--- src/rtl/siebensegment_scan.sv ---
// Time-multiplexed seven-segment driver: hex decode, per-digit blanking and
// decimal point, PWM brightness within each digit slot, frame-done pulse.
module siebensegment_scan #(
  parameter int DIGITS = 4,
  parameter int DIV_W  = 15
) (
  input  logic                  clk,
  input  logic                  reset,
  input  logic                  load,
  input  logic [4*DIGITS-1:0]   data,
  input  logic [DIGITS-1:0]     dp,
  input  logic [DIGITS-1:0]     blank,
  input  logic [3:0]            brightness,
  output logic [6:0]            segmente,
  output logic                  dp_out,
  output logic [DIGITS-1:0]     anode,
  output logic                  frame_done
);

  localparam int IDX_W = (DIGITS > 1) ? $clog2(DIGITS) : 1;
  localparam logic [IDX_W-1:0] LAST_IDX = IDX_W'(DIGITS - 1);

  logic [DIV_W-1:0]    presc_reg, presc_next;
  logic [IDX_W-1:0]    idx_reg, idx_next;
  logic [4*DIGITS-1:0] data_sh_reg;
  logic [DIGITS-1:0]   dp_sh_reg, blank_sh_reg;
  logic [6:0]          seg_reg, seg_next;
  logic                dp_out_reg, dp_out_next;
  logic [DIGITS-1:0]   anode_reg, anode_next;
  logic                frame_done_reg, frame_done_next;

  logic                tick;
  logic                lit;
  logic [3:0]          nib_sel;
  logic [DIGITS-1:0]   sel;

  function automatic logic [6:0] hex7(input logic [3:0] nib);
    logic [6:0] s;
    case (nib)
      4'h0: s = 7'h3F;  4'h1: s = 7'h06;  4'h2: s = 7'h5B;  4'h3: s = 7'h4F;
      4'h4: s = 7'h66;  4'h5: s = 7'h6D;  4'h6: s = 7'h7D;  4'h7: s = 7'h07;
      4'h8: s = 7'h7F;  4'h9: s = 7'h6F;  4'hA: s = 7'h77;  4'hB: s = 7'h7C;
      4'hC: s = 7'h39;  4'hD: s = 7'h5E;  4'hE: s = 7'h79;  default: s = 7'h71;
    endcase
    return s;
  endfunction

  // One-hot digit select keeps every per-digit lookup free of index-width issues.
  for (genvar gi = 0; gi < DIGITS; gi++) begin : g_sel
    assign sel[gi] = (idx_reg == IDX_W'(gi));
  end

  always_comb begin
    presc_next      = presc_reg + DIV_W'(1);
    tick            = &presc_reg;
    idx_next        = idx_reg;
    if (tick) idx_next = (idx_reg == LAST_IDX) ? '0 : idx_reg + IDX_W'(1);
    frame_done_next = tick && (idx_reg == LAST_IDX);

    nib_sel = 4'h0;
    for (int i = 0; i < DIGITS; i++)
      if (sel[i]) nib_sel = data_sh_reg[4*i +: 4];

    // PWM compares the top prescaler nibble, so duty is brightness/16 of a slot.
    lit         = (presc_reg[DIV_W-1 -: 4] < brightness) && !(|(sel & blank_sh_reg));
    anode_next  = lit ? ~sel : '1;
    seg_next    = lit ? ~hex7(nib_sel) : 7'h7F;
    dp_out_next = lit ? ~(|(sel & dp_sh_reg)) : 1'b1;
  end

  always_ff @(posedge clk or negedge reset) begin
    if (!reset) begin
      presc_reg      <= '0;
      idx_reg        <= '0;
      data_sh_reg    <= '0;
      dp_sh_reg      <= '0;
      blank_sh_reg   <= '1;
      seg_reg        <= 7'h7F;
      dp_out_reg     <= 1'b1;
      anode_reg      <= '1;
      frame_done_reg <= 1'b0;
    end else begin
      presc_reg      <= presc_next;
      idx_reg        <= idx_next;
      seg_reg        <= seg_next;
      dp_out_reg     <= dp_out_next;
      anode_reg      <= anode_next;
      frame_done_reg <= frame_done_next;
      if (load) begin
        data_sh_reg  <= data;
        dp_sh_reg    <= dp;
        blank_sh_reg <= blank;
      end
    end
  end

  assign segmente   = seg_reg;
  assign dp_out     = dp_out_reg;
  assign anode      = anode_reg;
  assign frame_done = frame_done_reg;

endmodule

--- config.mk ---
export PLATFORM = sky130hd
export DESIGN_NAME = siebensegment_scan
export DESIGN_NICKNAME = d
export VERILOG_FILES = /design/src/rtl/siebensegment_scan.sv
export SDC_FILE = /design/constraint.sdc
export NUM_CORES = 1
export LEC_CHECK = 0
export CORE_AREA = 5 5 82 65
export CTS_CLUSTER_DIAMETER = 30
export CTS_CLUSTER_SIZE = 25
export DETAILED_ROUTE_END_ITERATION = 7
export DIE_AREA = 0 0 87 70
export DONT_BUFFER_PORTS = 1
export PLACE_DENSITY_LB_ADDON = 0.08
export SYNTH_ARGS = -nofsm -noshare
export SYNTH_HDL_FRONTEND = slang
export SYNTH_SLANG_ARGS = --single-unit
--- constraint.sdc ---
create_clock -name clk -period 3.9 [get_ports clk]
set_input_delay 0.195 -clock clk [delete_from_list [all_inputs] [get_ports clk]]
set_output_delay 0.195 -clock clk [all_outputs]
set_load 0.1 [all_outputs]
# Yosys cells after proc, flatten, opt, wreduce, memory -nomap -nowiden
# Memory sizes are Yosys's and may differ from the RTL's.
# Cells that the tools add are included.
# word_totals
ram_bits	0
mem_count	1
register_bits	54
romBits	112
output_inout_bits	13
latch_bits	0
# classes
n_addsub	2
bitwise	5
n_shift	0
n_reduce_logical	7
mux	8
n_eq_ne	3
order_cmp	1
div	0
multipliers	0
# memory_table
name	words	width	read_ports	rd_ports_with_merged_regs	write_ports	line	rtl
(no name shown)	16	7	1	0	0	39	case (nib)
# ops
cell	count
4-bit 2-to-1 mux	5
15-bit by 1-bit adder with 15-bit output, second input constant	1
15-bit AND reduction	1
4-bit AND	2
4-bit OR reduction	2
7-bit 2-to-1 mux	1
7-bit inverter	1
2-bit == test, second input constant	2
4-bit less-than comparator	1
4-bit inverter	1
2-bit by 1-bit adder with 2-bit output, second input constant	1
2-bit by 1-bit == test with 1-bit output, second input constant	1
1-bit logical AND	2
2-bit zero test	1
2-bit 2-to-1 mux	1
1-bit zero test	1
1-bit 2-to-1 mux	1
1-bit inverter	1

# Depth between registers and ports, before layout
# Gate-level depths: netlist of run 1.
# An unclocked memory read counts as a cell.
# logic_depth
depth_word	8
depth_mapped	11

# Worst setup path before layout of run 1
# OpenSTA, ideal clock, no wires.
# synth_path
kind	register to register
from	register idx_reg[0]
to	register seg_reg[5], in the netlist segmente[5]
n_path_buf	1
period_less_slack_ns	2.215
path_stages_with_launch	10
setup_slack_ns	1.685
arrival_time_ns	2.125
cell_sequence	dfrtp_1 -> ha_1 -> buf_4 -> nand2b_1 -> o211ai_1 -> inv_1 -> ha_1 -> mux2_2 -> nand2_1 -> o211ai_1
# synth_via
elab_chain_len	8
# synth_lines
element	line	rtl
from (decl)	24	logic [IDX_W-1:0] idx_reg, idx_next;
from (signal assigned)	84	idx_reg <= idx_next;
2-bit zero test	50	assign sel[gi] = (idx_reg == IDX_W'(gi));
4-bit 2-to-1 mux (4 in a row)	62	if (sel[i]) nib_sel = data_sh_reg[4*i +: 4];
memory read 16 x 7 bit	-	
7-bit inverter	67	seg_next = lit ? ~hex7(nib_sel) : 7'h7F;
7-bit 2-to-1 mux (*)	67	
named net seg_next[5]	27	logic [6:0] seg_reg, seg_next;
to (signal assigned)	85	seg_reg <= seg_next;
to (decl)	27	
# Mark *: on every way through the listed nets, which the timed path passes. The rest lies on a longest branch.
# A chain may end at the register's enable or synchronous reset.

# Worst setup path in the final report of run 1
# Same ends and word-level chain as after synthesis.

==> metrics, run 1 <==
clock share of power=27.5%; DIE WIDTH=87 um; setup tns final=0 ns; core area=4390 um^2; status=finished clean; HP Class=in2reg; Least-Margin Pin Slew=0.877 ns; Fin. Hold Viols=0; Post-synth top cells=dfrtp_1 (38), mux2_2 (28), nand2_1 (17); ys async rst share=100%; Mapped Avg Cell Area=12.3 um^2; area share of the largest cell type after synthesis=37.4%; PortBufs=0; IO Pins=44; Die H=70 um; H-tree depth=2; Tot Pwr=1170 uW; Seq/Total Area, Yosys=53.9%; Switching Share=30.6%; Max FO, Critical Path=14; CP Launch Type=register; relative max-transition margin=41.6%; crit path max-delay cell type=ha_1; Post-CTS Repair Setup Buffers=0; root buffer cell=clkbuf_8; leakage power=0.00121 uW; Worst setup EP type=register; Final Hold Slack=0.0373 ns; max-slew violation count=0; CTS max path bufs=2; Most used DFF post-synth=dfrtp_1; Post-synth EDFFs=0; die area=6090 um^2; number of buffers created by CTS=5; Seq pwr share=63.2%; Placer Congestion=0.771; leading area contributor after synthesis=dfrtp_1; fin crit period=2.54 ns; WP buf/inv=1; footprint of the multi-input gates=1080 um^2; First-pass DRT Iterations=4; Synth area leaders=dfrtp_1 (37%), dfstp_2 (17%), mux2_2 (12%); drt wl/cell=17.7 um; Final Net Count=253; Area growth, synth to finish=6.05%; WP data arrival=2.75 ns; Via density=5.76; post-synth net total=251; Post-Route Utilization=61.5%; CP Class=reg2reg; antenna diode count=0; share of layout cells above drive strength 1=26.3%; Max IR drop VDD=301 uV; Syn Inst Count=206; DRC=0; latest clock arrival within the worst-skew pair=0.31 ns; #FFs+latches synth=54; cell area power density=434 nW/um^2; CTS clk-pin slew, worst paths=0.09 ns; setup violators final=0; Mapped Area=2540 um^2; Seq. cell area=1370 um^2; first-pass GRT wire length=7.85 mm; P_sw=358 uW; Warnings, synthesis=0; Crit path largest cell delay=0.44 ns; pin count of the biggest net entering global routing=55; Comb pwr share=9.4%; Cell Rows=21; initial antenna violation count=0; Yosys cell types=39; maxcap violations=0; Max Clk Rate=394 MHz; FILL cells=340; most numerous cell in the Yosys netlist=dfrtp_1; RSZ-0062 raised after global routing=no; most frequent cell on the critical path=ha_1; total clock sinks=54; max reg flops=16; CP delay by family, top=adder cells; Tot GR Track Use=16.5%; Fin Clk Skew=0.0102 ns; CTS tree=built; Pint=812 uW; DRT iter0 DRCs=71; Initial Util=58.0%; WL final=4.71 mm; via count=1,531; Crit path required time=4.11 ns; HPWL after DPL=3.51 mm; vias in the first global route=1,628; final worst-path cycle share=65.2%; antenna viol nets, final=0; Overflow after GRT=0; CP cell instances=ha_1 -> nand2b_1 -> o22ai_1 -> a31oi_1 -> inv_1 -> ha_1 -> mux2_2 -> nand2_1 -> o211ai_1
==> worst register-to-register path, cell delays in order, from the launching register on <==
cell and delay [ns]:
dfrtp_1 0.42, ha_1 0.44, nand2b_1 0.19, o22ai_1 0.08, a31oi_1 0.44, inv_1 0.17, ha_1 0.28, mux2_2 0.28
nand2_1 0.06, o211ai_1 0.09
==> power by group through the flow <==
| stage | logic (uW) | clock network [uW] | registers [uW] |
|---|---|---|---|
| after floorplan | 85.5 | 0 | 740 |
| after global placement | 89.7 | 0 | 749 |
| after detailed placement | 96.0 | 0 | 750 |
| after CTS | 111 | 328 | 740 |
| after global routing | 122 | 352 | 743 |
| final | 110 | 321 | 739 |
==> worst paths after layout <==
path / from / depth (start not counted) / slack, ns / end
min reg2reg: presc_reg[7] / 1 / 0.47 / presc_reg[7]
max in group asynchronous: reset / 2 / 3.22 / blank_sh_reg[3]
max reg2reg: idx_reg[0] / 9 / 1.36 / segmente[5]
min in group asynchronous: reset / 2 / 0.40 / data_sh_reg[7]
max: idx_reg[0] / 9 / 1.36 / segmente[5]
min: data[2] / 1 / 0.04 / data_sh_reg[2]
==> cells by family (layout without fill, tap and decap cells) <==
family	after synthesis	after routing	synth area share (%)
xor+xnor	13	13	4.48
fa+ha+maj	14	14	6.89
buf+inv	19	22	3.59
simple gates	51	51	10.3
flops	54	54	53.9
compound gates	24	24	7.23
mux	31	31	13.6
==> repair_timing <==
action	4_1_cts	5_1_grt
hold endpoints to repair	54	0
gates resized for setup	0	0
hold buffers	2	0
setup endpoints to repair	0	0
==> metrics by stage <==
stage	instance area (um^2)	setup slack (ns)	std cells
final	2700	1.36	266
after global routing	2700	1.14	266
after CTS	2700	1.35	266
after detailed placement	2570	1.37	256
after global placement	2570	1.56	256
after floorplan	2540	1.68	206
==> layout by cell type (no fill, tap or decap), drive strengths merged <==
cell and instances:
a211oi 3, a21oi 3, a222oi 1, a22oi 2, a311oi 1, a31oi 2, and2 1, and3 5
and4 1, buf 1, clkbuf 7, clkinv 1, dfrtp 38, dfstp 16, dlygate4sd3 1, ha 14
inv 12, mux2 28, mux2i 3, nand2 17, nand2b 4, nand3 6, nand3b 3, nand4 1
nor2 6, nor2b 2, nor3 1, nor3b 2, o211a 1, o211ai 4, o21ai 2, o221ai 3
o22ai 2, or2 1, or2b 1, xnor2 8, xor2 5
==> area by class of cell <==
cell class | instances | area share [%]
tap | 57 | 2.64
clock buffer | 7 | 3.20
clock inverter | 1 | 0.186
inverter | 12 | 1.67
timing repair buffer | 2 | 1.39
sequential | 54 | 50.8
multi-input combinational | 133 | 40.1
==> routing by layer <==
layer,track usage [%],wire length (um),vias to the layer above
met2,25.3,2250,33
met5,0,0,-
met3,6.46,304,5
met4,5.54,44,0
met1,21.2,2110,773
li1,-,-,720
(Power assumes the default switching activity.)
==> run 2: changes to the inputs <==
- ABC_AREA: default -> 1
- CORE_AREA: 5 5 82 65 -> 5 5 84 66
- DIE_AREA: 0 0 87 70 -> 0 0 89 71
- clock period: 3.9 -> 2.36 ns (I/O delays scaled with it)
==> metrics, run 2 <==
first-pass GRT wire length=8.55 mm (+9.0%); cts repair resizes=0 (unchanged); Comb pwr share=11.9% (+2.5 points); initial antenna violation count=0 (unchanged); CTS max path bufs=2 (unchanged); Least-Margin Pin Slew=1.12 ns (+0.244 ns); Worst Reg-to-Reg Cells=11 (+2); Switching Share=30.7% (+0.099 points); DRC=0 (unchanged); fin crit period=2.15 ns (-0.389 ns); Post-CTS Repair Setup Buffers=0 (unchanged); Post-synth EDFFs=0 (unchanged); Finished Cell Area=3100 um^2 (+15%); CTS tree=built; most numerous cell in the Yosys netlist=nand2_1; Final Net Count=346 (+37%); First-pass DRT Iterations=4 (unchanged); Via density=5.04 (-12%); Syn Inst Count=274 (+33%); root buffer cell=clkbuf_8; Fin. Hold Viols=0 (unchanged); post-synth net total=319 (+27%); CP Class=reg2reg; DIE WIDTH=89 um (+2.3%); final worst-path cycle share=91.2% (+26 points); Initial Util=57.1% (-0.85 points); PortBufs=0 (unchanged); Synth area leaders=dfrtp_1 (35%), dfstp_2 (16%), nand2_1 (8.9%); total clock sinks=54 (unchanged); antenna diode count=0 (unchanged); Worst setup EP type=register; Post-synth top cells=nand2_1 (64), dfrtp_1 (38), inv_1 (37); maxcap violations=0 (unchanged); H-tree depth=2 (unchanged); DRT iter0 DRCs=65 (-8.5%); Yosys cell types=31 (-21%); Most used DFF post-synth=dfrtp_1; Area growth, synth to finish=15.4%; Cell Rows=22 (+4.8%); crit path max-delay cell type=ha_1; Crit path largest cell delay=0.46 ns (+0.02 ns); cell area power density=631 nW/um^2 (+45%); number of buffers created by CTS=5 (unchanged); Max FO, Critical Path=11 (-3); antenna viol nets, final=0 (unchanged); Crit path required time=2.57 ns (-1.54 ns); start point of the critical path=idx_reg[0]; CP Launch Type=register; leakage power=0.00149 uW (+24%); Tot GR Track Use=17.4% (+0.87 points); core area=4710 um^2 (+7.3%); ys async rst share=100% (unchanged); HP Class=in2async; max reg flops=16 (unchanged); #FFs+latches synth=54 (unchanged); vias in the first global route=1,833 (+13%); Seq pwr share=61.6% (-1.6 points); Max IR drop VDD=524 uV (+74%); Worst R2R Start=idx_reg[0]; IO Pins=44 (unchanged); most common cell after layout, fill and taps aside=nand2_1; max-slew violation count=0 (unchanged); Fin Clk Skew=0.00296 ns (-0.00723 ns); clock share of power=26.5% (-1.0 points); end of the critical path=segmente[3]; setup tns final=0 ns (unchanged); share of layout cells above drive strength 1=17.2% (-9.1 points); pin count of the biggest net entering global routing=55 (unchanged); Die H=71 um (+1.4%); Max Clk Rate=465 MHz (+18%); most frequent cells in the layout=nand2_1 (64), dfrtp_1 (38), inv_1 (37); RSZ-0062 raised after global routing=no; CTS clk-pin slew, worst paths=0.09 ns (about the same); area share of the largest cell type after synthesis=35.4% (-2.0 points); Mapped Area=2690 um^2 (+5.7%); Mapped Avg Cell Area=9.81 um^2 (-21%); worst reg2reg path endpoint=segmente[3]; WL final=4.96 mm (+5.3%); via count=1,826 (+19%); Pint=1360 uW (+67%); latest clock arrival within the worst-skew pair=0.30 ns (about the same); Seq/Total Area, Yosys=51.0% (-2.9 points); drt wl/cell=13.7 um (-23%); DP Area=2730 um^2 (+6.1%); status=finished clean; WP data arrival=2.36 ns (-0.39 ns); P_sw=600 uW (+68%); CP cell instances=inv_1 -> ha_1 -> nand3b_1 -> nand2_1 -> nand2_1 -> inv_1 -> ha_1 -> inv_1 -> nand2_1 -> nand3_1 -> nand3_1; Warnings, synthesis=0 (unchanged); Placer Congestion=0.861 (+12%); HPWL after DPL=3.71 mm (+5.8%); leading area contributor after synthesis=dfrtp_1; relative max-transition margin=25.0% (-17 points); die area=6320 um^2 (+3.8%); setup violators final=0 (unchanged); slack of the worst reg-to-reg path=0.21 ns (-1.15 ns); Overflow after GRT=0 (unchanged)
-- run 2: critical path, delay by kind of cell (launching register included) --
kind,cells,cell delay (ns)
DFF,1,0.41
adders and majority gates,2,0.74
buffers and inverters,3,0.29
and+or+nand+nor,6,0.63
-- run 2: final cells by class --
| class | instances | area [um^2] |
|---|---|---|
| tap | 60 | 75.1 |
| timing repair buffer | 27 | 288 |
| sequential | 54 | 1370 |
| multi-input combinational | 175 | 1140 |
| clock buffer | 8 | 90.1 |
| fill | 372 | 1600 |
| inverter | 38 | 143 |
-- run 2: how the worst min path moves through the flow --
stage,endpoint,slack (ns),cells past startpoint,from
finish,presc_reg[0],0.32,2,reset
global route,presc_reg[5],0.35,2,reset
CTS,presc_reg[1],0.33,2,reset
detailed placement,presc_reg[1],-0.18,0,reset
global placement,presc_reg[0],-0.18,0,reset
floorplan,data_sh_reg[0],-0.18,0,reset
-- run 2: what timing repair did --
| action | CTS | global route |
|---|---|---|
| hold buffers | 27 | 0 |
| hold endpoints to repair | 78 | 0 |
| endpoints found under the setup margin | 0 | 0 |
-- run 2: metrics by stage --
stage	hold slack [ns]	power (uW)	utilization, %	cells	setup WS [ns]
after floorplan	-0.178	1360	-	274	0.586
after global placement	-0.176	1390	57.9	327	0.327
after detailed placement	-0.176	1390	57.9	327	0.230
after CTS	0.330	1980	65.9	362	0.211
after global routing	0.354	2060	65.9	362	0.0423
final	0.321	1960	65.9	362	0.208
-- run 2: power groups by stage --
stage	Combinational [uW]	Sequential [uW]	Clock (uW)
final	233	1210	519
after global routing	268	1210	578
after CTS	236	1210	533
after detailed placement	169	1220	0
after global placement	165	1220	0
after floorplan	147	1210	0
-- run 2: cells by family after synthesis --
| family | count (synthesis) | synth area share (%) |
|---|---|---|
| muxes | 15 | 6.28 |
| adders and majority gates | 14 | 6.51 |
| AOI/OAI and AO/OA | 30 | 7.31 |
| xor gates and xnor gates | 12 | 3.91 |
| DFF | 54 | 51.0 |
| and+or+nand+nor | 104 | 18.3 |
| buffers and inverters | 45 | 6.70 |
-- run 2: layer usage --
layer	up-vias	part of all wire [%]	global-route usage [%]
li1	929	-	-
met1	848	50	26.0
met2	44	44	25.7
met3	5	5.5	3.96
met4	0	0.56	3.97
met5	-	0	0
